--- config.mk ---
export PLATFORM = sky130hd
export DESIGN_NAME = sample04_result_fifo
export DESIGN_NICKNAME = d
export VERILOG_FILES = /design/src/rtl/sample04_result_fifo.sv
export SDC_FILE = /design/constraint.sdc
export NUM_CORES = 1
export LEC_CHECK = 0
export CAP_MARGIN = 20
export CELL_PAD_IN_SITES_DETAIL_PLACEMENT = 1
export CELL_PAD_IN_SITES_GLOBAL_PLACEMENT = 1
export CORE_MARGIN = 2
export CORE_UTILIZATION = 40
export DETAILED_ROUTE_END_ITERATION = 6
export MAX_ROUTING_LAYER = met4
export PLACE_DENSITY = 0.8
export SYNTH_ARGS = -nofsm -noshare
export SYNTH_HDL_FRONTEND = slang
export SYNTH_SLANG_ARGS = --single-unit
--- constraint.sdc ---
create_clock -name clk -period 3 [get_ports clk]
set_input_delay 0.6 -clock clk [delete_from_list [all_inputs] [get_ports clk]]
set_output_delay 0.6 -clock clk [all_outputs]
set_load 0.02 [all_outputs]
--- src/rtl/sample04_result_fifo.sv ---
// -----------------------------------------------------------------------------
// sample04_result_fifo
//
// Capture stage for the sample04 scheduling circuit. It takes the result bits
// {r,s,t} when the upstream driver marks them valid and queues them in a small
// FIFO. The queue drains to a consumer over a valid/ready handshake. The block
// also keeps a saturating count of accepted words with r=1, and a sticky flag
// for words offered while the queue was full.
//
// Parameters
//   DEPTH     FIFO entries (power of two, >= 2)
//   CNT_W     width of r_count
//
// Ports
//   clk        single clock, all state updates on the rising edge
//   rst        synchronous active-low reset
//   in_valid   upstream offers {r,s,t} this cycle
//   r, s, t    result bits from sample04
//   in_ready   a word can be accepted this cycle (not full)
//   out_valid  head word available (not empty)
//   out_data   head word {r,s,t}; stale when out_valid is low
//   out_ready  consumer takes the head word
//   level      number of stored words
//   r_count    saturating count of pushed words with r=1
//   drop       sticky: a word was offered while full (cleared only by reset)
// -----------------------------------------------------------------------------
module sample04_result_fifo #(
  parameter int DEPTH = 4,
  parameter int CNT_W = 8
) (
  input  logic                       clk,
  input  logic                       rst,
  input  logic                       in_valid,
  input  logic                       r,
  input  logic                       s,
  input  logic                       t,
  output logic                       in_ready,
  output logic                       out_valid,
  output logic [2:0]                 out_data,
  input  logic                       out_ready,
  output logic [$clog2(DEPTH):0]     level,
  output logic [CNT_W-1:0]           r_count,
  output logic                       drop
);

  localparam int AW = $clog2(DEPTH);
  localparam int LW = AW + 1;

  logic [2:0]    mem [DEPTH];
  logic [AW-1:0] wr_ptr;
  logic [AW-1:0] rd_ptr;
  logic          full;
  logic          empty;
  logic          push;
  logic          pop;

  // Flags come only from the registered level. This keeps in_ready and
  // out_valid free of any combinational path from in_valid or out_ready.
  // A pop therefore never frees a slot for a push in the same cycle.
  assign full      = (level == LW'(DEPTH));
  assign empty     = (level == '0);
  assign in_ready  = !full;
  assign out_valid = !empty;

  // Gating with rst makes the array ignore pushes while reset is held, just
  // as the control state does.
  assign push = rst && in_valid && in_ready;
  assign pop  = rst && out_valid && out_ready;

  // The head word is read straight from storage. A word written this cycle
  // shows up only after the edge, so there is no pass-through.
  assign out_data = mem[rd_ptr];

  // NOTE: the storage array has no reset. Pointers and level decide which
  // entries are valid, so clearing the data would add reset fan-out for no
  // benefit.
  always_ff @(posedge clk) begin
    if (push) begin
      mem[wr_ptr] <= {r, s, t};
    end
  end

  // NOTE: sequential state uses non-blocking assignments only. Every register
  // then samples pre-edge values, whatever order the statements are in.
  always_ff @(posedge clk) begin
    if (!rst) begin
      wr_ptr  <= '0;
      rd_ptr  <= '0;
      level   <= '0;
      r_count <= '0;
      drop    <= 1'b0;
    end else begin
      // Pointers are exactly AW bits wide, so they wrap from DEPTH-1 to 0
      // with no extra logic (DEPTH is a power of two).
      if (push) begin
        wr_ptr <= wr_ptr + AW'(1);
      end
      if (pop) begin
        rd_ptr <= rd_ptr + AW'(1);
      end

      unique case ({push, pop})
        2'b10:   level <= level + LW'(1);
        2'b01:   level <= level - LW'(1);
        default: level <= level;
      endcase

      // Saturate at all-ones instead of wrapping.
      if (push && r && (r_count != '1)) begin
        r_count <= r_count + CNT_W'(1);
      end

      if (in_valid && full) begin
        drop <= 1'b1;
      end
    end
  end

endmodule

# [Word-level counts from Yosys, hierarchy flattened]
# Memory sizes are Yosys's and may differ from the RTL's. A register that Yosys moved wholly into a read port is not among the register bits.
# Cells that the tools add are included.
[totals] regBits=16 latchBits=0 mem_bits_rw=12 mem_bits_ro=0 inputBits=7 out_inout_bits=17 elab_cells=31 memories=1
[op_classes] add_sub_neg=5 multipliers=0 div_mod_pow=0 magnitude_cmp=0 eq_ne=4 n_shift=0 muxes=5 n_bitwise=0 n_reduce_logical=11
[memory_table] memory="mem" words=4 word_bits=3 rd=1 rd_ports_with_merged_regs=1 write_ports=1 line="49" rtl="logic [2:0] mem [DEPTH];"
[op_table] cell="$add A8 B1 Y8 const B" count=1
[op_table] cell="$ne A8 B8 Y1 const B" count=1
[op_table] cell="$logic_and A1 B1 Y1" count=7
[op_table] cell="$pmux W3 S2" count=1
[op_table] cell="$add A2 B1 Y2 const B" count=2
[op_table] cell="$mux W2" count=2
[op_table] cell="$add A3 B1 Y3 const B" count=1
[op_table] cell="$eq A3 B3 Y1 const B" count=1
[op_table] cell="$logic_not A3 Y1" count=1
[op_table] cell="$sub A3 B1 Y3 const B" count=1
[op_table] cell="$eq A2 B1 Y1 const B" count=1
[op_table] cell="$eq A2 B2 Y1 const B" count=1
[op_table] cell="$logic_not A1 Y1" count=2
[op_table] cell="$mux W1" count=2
[op_table] cell="$reduce_bool A2 Y1" count=1

# [Depth between registers and ports, before layout]
# Gate-level depths: netlist of the first run.
[logic_depth] word_depth=6 depth_mapped=10 mapped_depth_nobuf=9

# [Worst setup path before layout of the first run]
# Ideal clock, no wire load.
[synth_timing] path_type="register to register" start="register level[2]" end="register level[2]" setup_ps=70 t_arrival_ps=2300 required_ps=2930 path_slack_ps=630 path_stages_with_launch=11 n_path_buf=1 synth_period_minus_slack_ps=2370 path_cell_list="dfxtp_1 nor3b_2 nor2b_1 clkbuf_1 nand2_1 ha_1 inv_1 fa_1 xor2_1 or3_1 a21oi_1"
[synth_between] elab_chain_cells=6 elab_cells_between_ends=13 classes_between="2 x add/sub; 3 x eq/ne; 1 x mux; 7 x reduce/logical"
[synth_lines] item="from (decl)" line="41" rtl="output logic [$clog2(DEPTH):0] level,"
[synth_lines] item="from (signal assigned)" line="103" rtl="2'b10: level <= level + LW'(1);"
[synth_lines] item="from (signal assigned)" line="104" rtl="2'b01: level <= level - LW'(1);"
[synth_lines] item="from (signal assigned)" line="105" rtl="default: level <= level;"
[synth_lines] item="$logic_not A3 Y1" line="61" rtl="assign empty = (level == '0);"
[synth_lines] item="$logic_not A1 Y1" line="63" rtl="assign out_valid = !empty;"
[synth_lines] item="$logic_and A1 B1 Y1 (2 in series)" line="68" rtl="assign pop = rst && out_valid && out_ready;"
[synth_lines] item="$eq A2 B1 Y1 or $eq A2 B2 Y1 (tied branches)" line="102" rtl="unique case ({push, pop})"
[synth_lines] item="$pmux W3 S2 or $reduce_bool A2 Y1 (tied branches)"
# Several ways; a longest one is shown, not always the timed one.
# A chain may end at the register's enable or synchronous reset.

# [Worst setup path in the final report of the first run]
# Ends and elaborated chain as after synthesis.

==> results of run 1 <==
## state kept, by name (all words and copies together) (netlist names), named ones only
register,cells
r_count,8
level,3
mem,12
rd_ptr,2
wr_ptr,2
drop,1
## area by class of cell
class / count / area share
multi-input combinational: 76 / 0.340
inverter: 8 / 0.0181
timing repair buffer: 24 / 0.143
tap: 44 / 0.0332
clock buffer: 6 / 0.0249
sequential: 30 / 0.435
clock inverter: 2 / 0.00528
## worst paths after layout
kind                                               to  cells past startpoint
worst max register to register  level[2]$_SDFFE_PN0P_                      9
worst min register to register      drop$_SDFFE_PN0P_                      2
worst min-delay path                drop$_SDFFE_PN0P_                      2
worst max-delay path            level[2]$_SDFFE_PN0P_                      9
## metal layers
metal	routed length, um	vias up	part of all wire	global-route usage
met2	1440	19	0.52	0.302
met4	47	0	0.017	0.0760
met3	118	6	0.043	0.0630
li1	-	479	-	-
met5	0	-	0	-
met1	1150	462	0.42	0.187
## per-stage QoR
step           power, mW  hold slack, ns  setup slack, ns
2_1_floorplan      0.535           0.485            0.630
3_3_place_gp       0.582           0.453            0.389
3_5_place_dp       0.588           0.491            0.229
4_1_cts            0.806           0.517            0.483
5_1_grt            0.837           0.530            0.252
6_report           0.792           0.502            0.492
## cells by family after synthesis
| logic type | after synthesis | synth area share |
|---|---|---|
| simple gates | 44 | 0.178 |
| flops | 30 | 0.543 |
| compound gates | 13 | 0.0613 |
| buf+inv | 11 | 0.0311 |
| mux | 7 | 0.0811 |
| fa+ha+maj | 7 | 0.0717 |
| xor+xnor | 5 | 0.0330 |
## worst min-delay path, delay by kind of cell, from the launching register on
kind | cells | cell delay [ns]
flip-flops | 1 | 0.35
AO/OA/AOI/OAI | 1 | 0.05
AND/OR/NAND/NOR | 1 | 0.07
## where the power goes
part,switching [mW],internal (mW)
clock,0.127,0.0878
combinational,0.0622,0.0596
sequential,0.0158,0.440
total,0.205,0.587
## synth_stat cells, types with 2 or more instances
cell type	instances	share of area
a21oi_1	5	0.019
and3_1	6	0.028
clkbuf_1	3	0.0085
dfxtp_1	18	0.27
edfxtp_1	12	0.27
ha_1	6	0.057
inv_1	8	0.023
mux2i_1	4	0.030
mux4_2	3	0.051
nand2_1	7	0.020
nand3_1	6	0.023
nor2_1	11	0.031
nor3_1	2	0.0075
o21ai_0	3	0.011
or3_1	3	0.014
xnor2_1	2	0.013
xor2_1	3	0.020
==> run summary, run 1 <==
initial antenna violation count: 0
Filler cells: 370
CP delay by family, top: simple AND/OR/NAND/NOR gates
# setup viols final: 0
Mapped Area: 0.00133 sq mm
First DRT Iteration DRCs: 15
peak supply drop: 216 uV
Post-CTS Hold Fix Bufs: 0
Core Util, Final: 0.534
Hold Vio Cnt, Final: 0
CTS tree: yes
Worst-Skew Late Latency: 0.32 ns
Vias/cell: 5.08
setup TNS: 0 ns
Slew HR: 0.669
DR DRC count: 0
die area: 0.00379 sq mm
CP max-delay cell: nor3b_2
Worst Path Arrival: 2.76 ns
vias in the first global route: 1028
Finished Layout Cells: 190
CP endpoint kind: flop
Clk pin slew, worst setup/hold paths: 0.09 ns
CTS root buf: clkbuf_4
Final ANT Viol Nets: 0
Reg2Reg Setup Slack: 0.49 ns
Post-synth ARST share: 0
Via Count: 966
post-DR wirelength/cell: 14.5 um
placed inst area: 0.00161 sq mm
Synth Register Bits: 30
Die X-Extent: 61.6 um
critical path startpoint: level[2]$_SDFFE_PN0P_
Yosys warnings: 0
slew at the pin closest to its max-slew limit: 0.495 ns
drt pass-1 iters: 4
GPL Wtd Cong: 0.764
grt ovf: 0
r2r startpoint: level[2]$_SDFFE_PN0P_
clk sinks: 30
CTS buffer count: 5
global-route wire length before repair: 4660 um
WL final: 2760 um
Startpoint Class: flop
synthesized area per cell: 11.3 sq um
Hold Startpoint: drop$_SDFFE_PN0P_
Yosys cell types: 32
CP Data Required Time: 3.26 ns
largest net degree at the start of global routing: 16
max cap viols: 0
postcts setup bufs: 0
Top-Level Pins: 24
most frequent cells in the layout: clkdlybuf4s50_1 (23), dfxtp_1 (18), edfxtp_1 (12)
Max Slew Vio Count: 0
Worst Path Buf+Inv: 1
HPWL Detailed: 2140 um
RSZ-0062 raised after global routing: no
Multi-input gate area: 564 sq um
Tcrit/Tclk final: 0.836
Power Density: 478 mW/mm^2
PortBufs: 23
core area: 0.00310 sq mm
final instance area: 0.00166 sq mm
die height: 61.6 um
depth of the CTS H-tree: 2
post-layout min period: 2.51 ns
f_max: 0.399 GHz
cell count after synthesis: 117
Placed Cells incl. Taps: 182
clk_skew: 0.00881 ns
share of cells above drive strength 1: 0.0890
biggest cell delay along the critical path: 0.45 ns
Synthesized Nets: 131
most common cell after layout, fill and taps aside: clkdlybuf4s50_1
LEAKAGE: 0.618 nW
Final nets: 159
Initial Util: 0.427
post-cts resize count: 0
status: finished, final reports clean
Area Growth Syn to Fin: 25.0%
num rows: 20
Seq/Total Area, Yosys: 0.543
Post-synth EDFFs: 12
CP Cell Sequence: nor3b_2, nor2b_1, nand2_1, ha_1, inv_1, fa_1, xor2_1, or3_1, a21oi_1
Register Area: 721 sq um
worst-path maximum fanout: 7
top_reg_cell synth: dfxtp_1
n_diodes: 0
WS Path Type: reg2reg
clk buf depth: 2
gr usage total: 0.179
HP Class: reg2reg
Power figures use the tool's default switching activity.
==> inputs of run 2 (changes only) <==
==> constraint.sdc (replaced) <==
create_clock -name clk -period 2.36 [get_ports clk]
set_input_delay 0.472 -clock clk [delete_from_list [all_inputs] [get_ports clk]]
set_output_delay 0.472 -clock clk [all_outputs]
set_load 0.02 [all_outputs]
==> run 2 against run 1 <==
Count of clock-buffer cells in the layout decreased by 1. Routed wire length increased by 7.2%. Power increased by 59%. Largest power group unchanged. Sequential share of layout area decreased by 2.7 points. Via count increased by 5.7%. Highest routed layer unchanged.
==> run summary, run 2 (same netlist as run 1, synthesis figures left out) <==
Startpoint Class: flop (unchanged)
grt ovf: 0 (unchanged)
WL final: 2960 um (was 2760 um)
max FFs per register: 12 (unchanged)
most frequent cells in the layout: clkdlybuf4s50_1 (23), dfxtp_1 (17), edfxtp_1 (12) (was clkdlybuf4s50_1 (23), dfxtp_1 (18), edfxtp_1 (12))
PortBufs: 23 (unchanged)
depth of the CTS H-tree: 2 (unchanged)
CP max-delay cell: clkdlybuf4s50_1 (was nor3b_2)
CP Cell Sequence: mux4_2, clkdlybuf4s50_1 (was nor3b_2, nor2b_1, nand2_1, ha_1, inv_1, fa_1, xor2_1, or3_1, a21oi_1)
die height: 61.6 um (unchanged)
Tcrit/Tclk final: 0.947
CTS buffer count: 5 (unchanged)
drt pass-1 iters: 4 (unchanged)
f_max: 0.447 GHz
slew at the pin closest to its max-slew limit: 0.343 ns (was 0.495 ns)
CTS root buf: clkbuf_4 (unchanged)
# setup viols final: 0 (unchanged)
post-DR wirelength/cell: 15.0 um (was 14.5 um)
biggest regs: mem: 12 flops, r_count: 8 flops, level: 3 flops (unchanged)
most common cell after layout, fill and taps aside: clkdlybuf4s50_1 (unchanged)
GPL Wtd Cong: 0.807 (was 0.764)
max cap viols: 0 (unchanged)
core area: 0.00310 sq mm (unchanged)
Worst Path Buf+Inv: 1 (unchanged)
Worst Path Arrival: 1.76 ns (was 2.76 ns)
Initial Util: 0.427 (unchanged)
setup TNS: 0 ns (unchanged)
post-layout min period: 2.24 ns
num rows: 20 (unchanged)
Max Slew Vio Count: 0 (unchanged)
clk sinks: 30 (unchanged)
initial antenna violation count: 0 (unchanged)
Hold Vio Cnt, Final: 0 (unchanged)
largest net degree at the start of global routing: 15 (was 16)
Filler cells: 340 (was 370)
n_diodes: 0 (unchanged)
die area: 0.00379 sq mm (unchanged)
CP Data Required Time: 1.89 ns (was 3.26 ns)
final instance area: 0.00177 sq mm (was 0.00166 sq mm)
status: finished, final reports clean (unchanged)
CP delay by family, top: buffers and inverters (was simple AND/OR/NAND/NOR gates)
Worst-Skew Late Latency: 0.34 ns (was 0.32 ns)
Final ANT Viol Nets: 0 (unchanged)
Vias/cell: 5.18 (was 5.08)
Via Count: 1021 (was 966)
Core Util, Final: 0.570 (was 0.534)
LEAKAGE: 0.676 nW (was 0.618 nW)
Die X-Extent: 61.6 um (unchanged)
gr usage total: 0.192 (was 0.179)
WS Path Type: reg2out (was reg2reg)
Top-Level Pins: 24 (unchanged)
biggest cell delay along the critical path: 0.55 ns (was 0.45 ns)
clk buf depth: 2 (unchanged)
post-place setup slack: -0.0992 ns (was 0.229 ns)
peak supply drop: 481 uV (was 216 uV)
DR DRC count: 0 (unchanged)
clk_skew: 0.00955 ns (was 0.00881 ns)
HP Class: reg2reg (unchanged)
HPWL Detailed: 2290 um (was 2140 um)
Power Density: 712 mW/mm^2 (was 478 mW/mm^2)
vias in the first global route: 1082 (was 1028)
First DRT Iteration DRCs: 52 (was 15)
share of cells above drive strength 1: 0.144 (was 0.0890)
CP endpoint kind: output port (was flop)
global-route wire length before repair: 4950 um (was 4660 um)
Top reg by flops: mem (unchanged)
worst-path maximum fanout: 3 (was 7)
RSZ-0062 raised after global routing: no (unchanged)
final hold slack: 0.526 ns (was 0.502 ns)
final worst setup slack: 0.124 ns (was 0.492 ns)
Slew HR: 0.768 (was 0.669)
Clk pin slew, worst setup/hold paths: 0.09 ns (about the same)
Final nets: 166 (was 159)
CTS tree: yes (unchanged)
Post-CTS Hold Fix Bufs: 0 (unchanged)
placed inst area: 0.00167 sq mm (was 0.00161 sq mm)
Area Growth Syn to Fin: 33.4% (was 25.0%)
-- run 2: cell count changes in the layout (fill, tap and decap cells not counted) --
cell	delta
nor3b_4	+1
dfxtp_2	+1
bufinv_16	+2
clkinv_2	-1
buf_4	+7
nor3b_2	-1
dfxtp_1	-1
clkbuf_1	-1
-- run 2: metal layers --
layer | share of wire | GRT usage
met1 | 0.40 | 0.203
met2 | 0.54 | 0.323
met3 | 0.038 | 0.0483
met4 | 0.020 | 0.106
met5 | 0 | -
-- run 2: through the flow --
stage | std cells | power [mW]
3_5_place_dp | 189 | 0.766
2_1_floorplan | 117 | 0.682
3_3_place_gp | 189 | 0.752
5_1_grt | 197 | 1.32
6_report | 197 | 1.26
4_1_cts | 197 | 1.28
-- run 2: path summary, 6_finish.rpt --
path,startpoint,end,slack (ns),depth (start not counted)
worst min register to register,drop$_SDFFE_PN0P_,drop$_SDFFE_PN0P_,0.53,2
worst max-delay path,flop,out_data[0],0.12,2
worst max register to register,level[2]$_SDFFE_PN0P_,level[2]$_SDFFE_PN0P_,0.27,9
worst min-delay path,drop$_SDFFE_PN0P_,drop$_SDFFE_PN0P_,0.53,2
-- run 2: timing repair --
| item | CTS | global route |
|---|---|---|
| gates resized for setup | 0 | 1 |
| setup endpoints to repair | 0 | 3 |
| setup buffers | 0 | 0 |
-- run 2: cell type report --
| type | count | area (sq um) | share of cell area |
|---|---|---|---|
| Multi-Input combinational cell | 76 | 571 | 0.322 |
| Clock buffer | 5 | 37.5 | 0.0212 |
| Tap cell | 44 | 55.1 | 0.0311 |
| Clock inverter | 3 | 63.8 | 0.0361 |
| Timing Repair Buffer | 31 | 290 | 0.164 |
| Sequential cell | 30 | 722 | 0.408 |
| Inverter | 8 | 30.0 | 0.0170 |
-- run 2: worst min-delay path, delay by kind of cell (launching register included) --
family	cells	cell delay (ns)
compound gates	1	0.05
flops	1	0.35
simple gates	1	0.09
-- run 2: power breakdown --
part / leakage, nW / switching, mW / internal [mW]
clock: 0.0528 / 0.181 / 0.326
sequential: 0.255 / 0.0227 / 0.559
combinational: 0.368 / 0.0858 / 0.0851
total: 0.676 / 0.290 / 0.971
==> inputs of run 3 (changes only) <==
--- a/config.mk
+++ b/config.mk
@@ -11,7 +11,6 @@
 export CORE_MARGIN = 2
 export CORE_UTILIZATION = 40
 export DETAILED_ROUTE_END_ITERATION = 6
-export MAX_ROUTING_LAYER = met4
 export PLACE_DENSITY = 0.8
 export SYNTH_ARGS = -nofsm -noshare
 export SYNTH_HDL_FRONTEND = slang
==> run 3 against run 2 <==
Register-to-register slack got worse by 0.03 ns. Die area did not move. Hold slack improved by 0.0058 ns. First-iteration DRC count fell by 17%. Power rose by 0.29%. Clock power rose by 0.8%. Critical path depth did not move. Final area did not move. Worst setup slack got worse by 0.0067 ns. Critical path type unchanged. Largest power group unchanged.
==> run summary, run 3 (same netlist as run 1, synthesis figures left out) <==
CTS buffer count: 5 (unchanged)
clk sinks: 30 (unchanged)
worst-path maximum fanout: 3 (unchanged)
Startpoint Class: flop (unchanged)
Worst Path Arrival: 1.77 ns (was 1.76 ns)
Reg2Reg Depth: 9 (unchanged)
largest net degree at the start of global routing: 15 (unchanged)
post-DR wirelength/cell: 15.1 um (was 15.0 um)
r2r startpoint: level[2]$_SDFFE_PN0P_ (unchanged)
clk buf depth: 2 (unchanged)
Placed Cells incl. Taps: 189 (unchanged)
CP endpoint kind: output port (unchanged)
HP Class: reg2reg (unchanged)
Clk pin slew, worst setup/hold paths: 0.09 ns (about the same)
grt ovf: 0 (unchanged)
CP Data Required Time: 1.89 ns (about the same)
slew at the pin closest to its max-slew limit: 0.343 ns (about the same)
most frequent cells in the layout: clkdlybuf4s50_1 (23), dfxtp_1 (17), edfxtp_1 (12) (unchanged)
RSZ-0062 raised after global routing: no (unchanged)
die height: 61.6 um (unchanged)
share of cells above drive strength 1: 0.144 (unchanged)
die area: 0.00379 sq mm (unchanged)
Post-CTS Hold Fix Bufs: 0 (unchanged)
vias in the first global route: 1079 (was 1082)
Worst Path Buf+Inv: 1 (unchanged)
GPL Wtd Cong: 0.796 (was 0.807)
clk_skew: 0.0105 ns (was 0.00955 ns)
Tcrit/Tclk final: 0.950 (was 0.947)
depth of the CTS H-tree: 2 (unchanged)
Hold Path Sink: drop$_SDFFE_PN0P_ (unchanged)
Top reg by flops: mem (unchanged)
Finished Layout Cells: 197 (unchanged)
CTS root buf: clkbuf_4 (unchanged)
drt pass-1 iters: 4 (unchanged)
core area: 0.00310 sq mm (unchanged)
setup TNS: 0 ns (unchanged)
CP delay by family, top: buffers and inverters (unchanged)
Initial Util: 0.427 (unchanged)
Max Slew Vio Count: 0 (unchanged)
WS Path Type: reg2out (unchanged)
most common cell after layout, fill and taps aside: clkdlybuf4s50_1 (unchanged)
post-place setup slack: -0.0992 ns (unchanged)
Worst-Skew Late Latency: 0.34 ns (about the same)
Power Density: 714 mW/mm^2 (was 712 mW/mm^2)
CP max-delay cell: clkdlybuf4s50_1 (unchanged)
Area Growth Syn to Fin: 33.4% (unchanged)
final hold slack: 0.532 ns (was 0.526 ns)
post-layout min period: 2.24 ns (about the same)
biggest regs: mem: 12 flops, r_count: 8 flops, level: 3 flops (unchanged)
Core Util, Final: 0.570 (unchanged)
max FFs per register: 12 (unchanged)
Die X-Extent: 61.6 um (unchanged)
gr usage total: 0.187 (was 0.192)
max cap viols: 0 (unchanged)
Hold Vio Cnt, Final: 0 (unchanged)
initial antenna violation count: 0 (unchanged)
Slew HR: 0.768 (about the same)
First DRT Iteration DRCs: 43 (was 52)
PortBufs: 23 (unchanged)
# setup viols final: 0 (unchanged)
Worst Hold Depth: 2 (unchanged)
CP Cell Sequence: mux4_2, clkdlybuf4s50_1 (unchanged)
Vias/cell: 5.19 (was 5.18)
Hold Startpoint: drop$_SDFFE_PN0P_ (unchanged)
HPWL Detailed: 2290 um (unchanged)
Final ANT Viol Nets: 0 (unchanged)
LEAKAGE: 0.676 nW (unchanged)
r2r endpoint: level[2]$_SDFFE_PN0P_ (unchanged)
WL final: 2980 um (was 2960 um)
global-route wire length before repair: 4960 um (was 4950 um)
status: finished, final reports clean (unchanged)
Reg2Reg Setup Slack: 0.24 ns (was 0.27 ns)
CTS tree: yes (unchanged)
Via Count: 1023 (was 1021)
DR DRC count: 0 (unchanged)
Final nets: 166 (unchanged)
n_diodes: 0 (unchanged)
Top-Level Pins: 24 (unchanged)
biggest cell delay along the critical path: 0.55 ns (about the same)
num rows: 20 (unchanged)
final worst setup slack: 0.117 ns (was 0.124 ns)
peak supply drop: 480 uV (was 481 uV)
f_max: 0.446 GHz (was 0.447 GHz)
[run 3: cell counts in the layout (fill, tap and decap cells not counted)]
No cell type changed its count.
[run 3: per-layer routing]
metal	GRT usage	routed length (um)	share of wire
met4	0.106	76	0.026
met1	0.203	1210	0.40
met3	0.0546	118	0.040
met5	0	0	0
met2	0.323	1580	0.53
[run 3: worst max-delay path by stage]
stage / from / to / slack (ns) / cells after the start
finish: flop / out_data[0] / 0.12 / 2
global route: flop / out_data[2] / 0.006 / 2
CTS: flop / out_data[0] / 0.01 / 2
detailed placement: rst / level[2]$_SDFFE_PN0P_ / -0.1 / 8
global placement: rst / level[2]$_SDFFE_PN0P_ / 0.004 / 8
floorplan: level[2]$_SDFFE_PN0P_ / level[2]$_SDFFE_PN0P_ / 0.04 / 10
[run 3: what timing repair did]
| action | in CTS | in global routing |
|---|---|---|
| buffers inserted | 0 | 0 |
| gates resized for setup | 0 | 1 |
| endpoints found under the setup margin | 0 | 3 |
[run 3: metrics by stage]
stage | area, sq um | power, mW
after detailed placement | 1670 | 0.766
after global placement | 1670 | 0.752
after floorplan | 1330 | 0.682
final | 1770 | 1.26
after global routing | 1770 | 1.32
after CTS | 1770 | 1.28
[run 3: cell type report]
type	instances	area (sq um)
Timing Repair Buffer	31	290
Clock inverter	3	63.8
Multi-Input combinational cell	76	571
Clock buffer	5	37.5
Inverter	8	30.0
Fill cell	340	1330
Tap cell	44	55.1
Sequential cell	30	722
[run 3: worst min-delay path, cell delays in order (launching register included)]
cell	delay, ns
dfxtp_1	0.35
a21oi_1	0.05
nor2_1	0.10
[run 3: power breakdown]
part           total (mW)  leakage (nW)  internal, mW  switching (mW)
combinational       0.171         0.368        0.0852          0.0860
clock               0.511        0.0528         0.326           0.185
sequential          0.582         0.255         0.559          0.0227
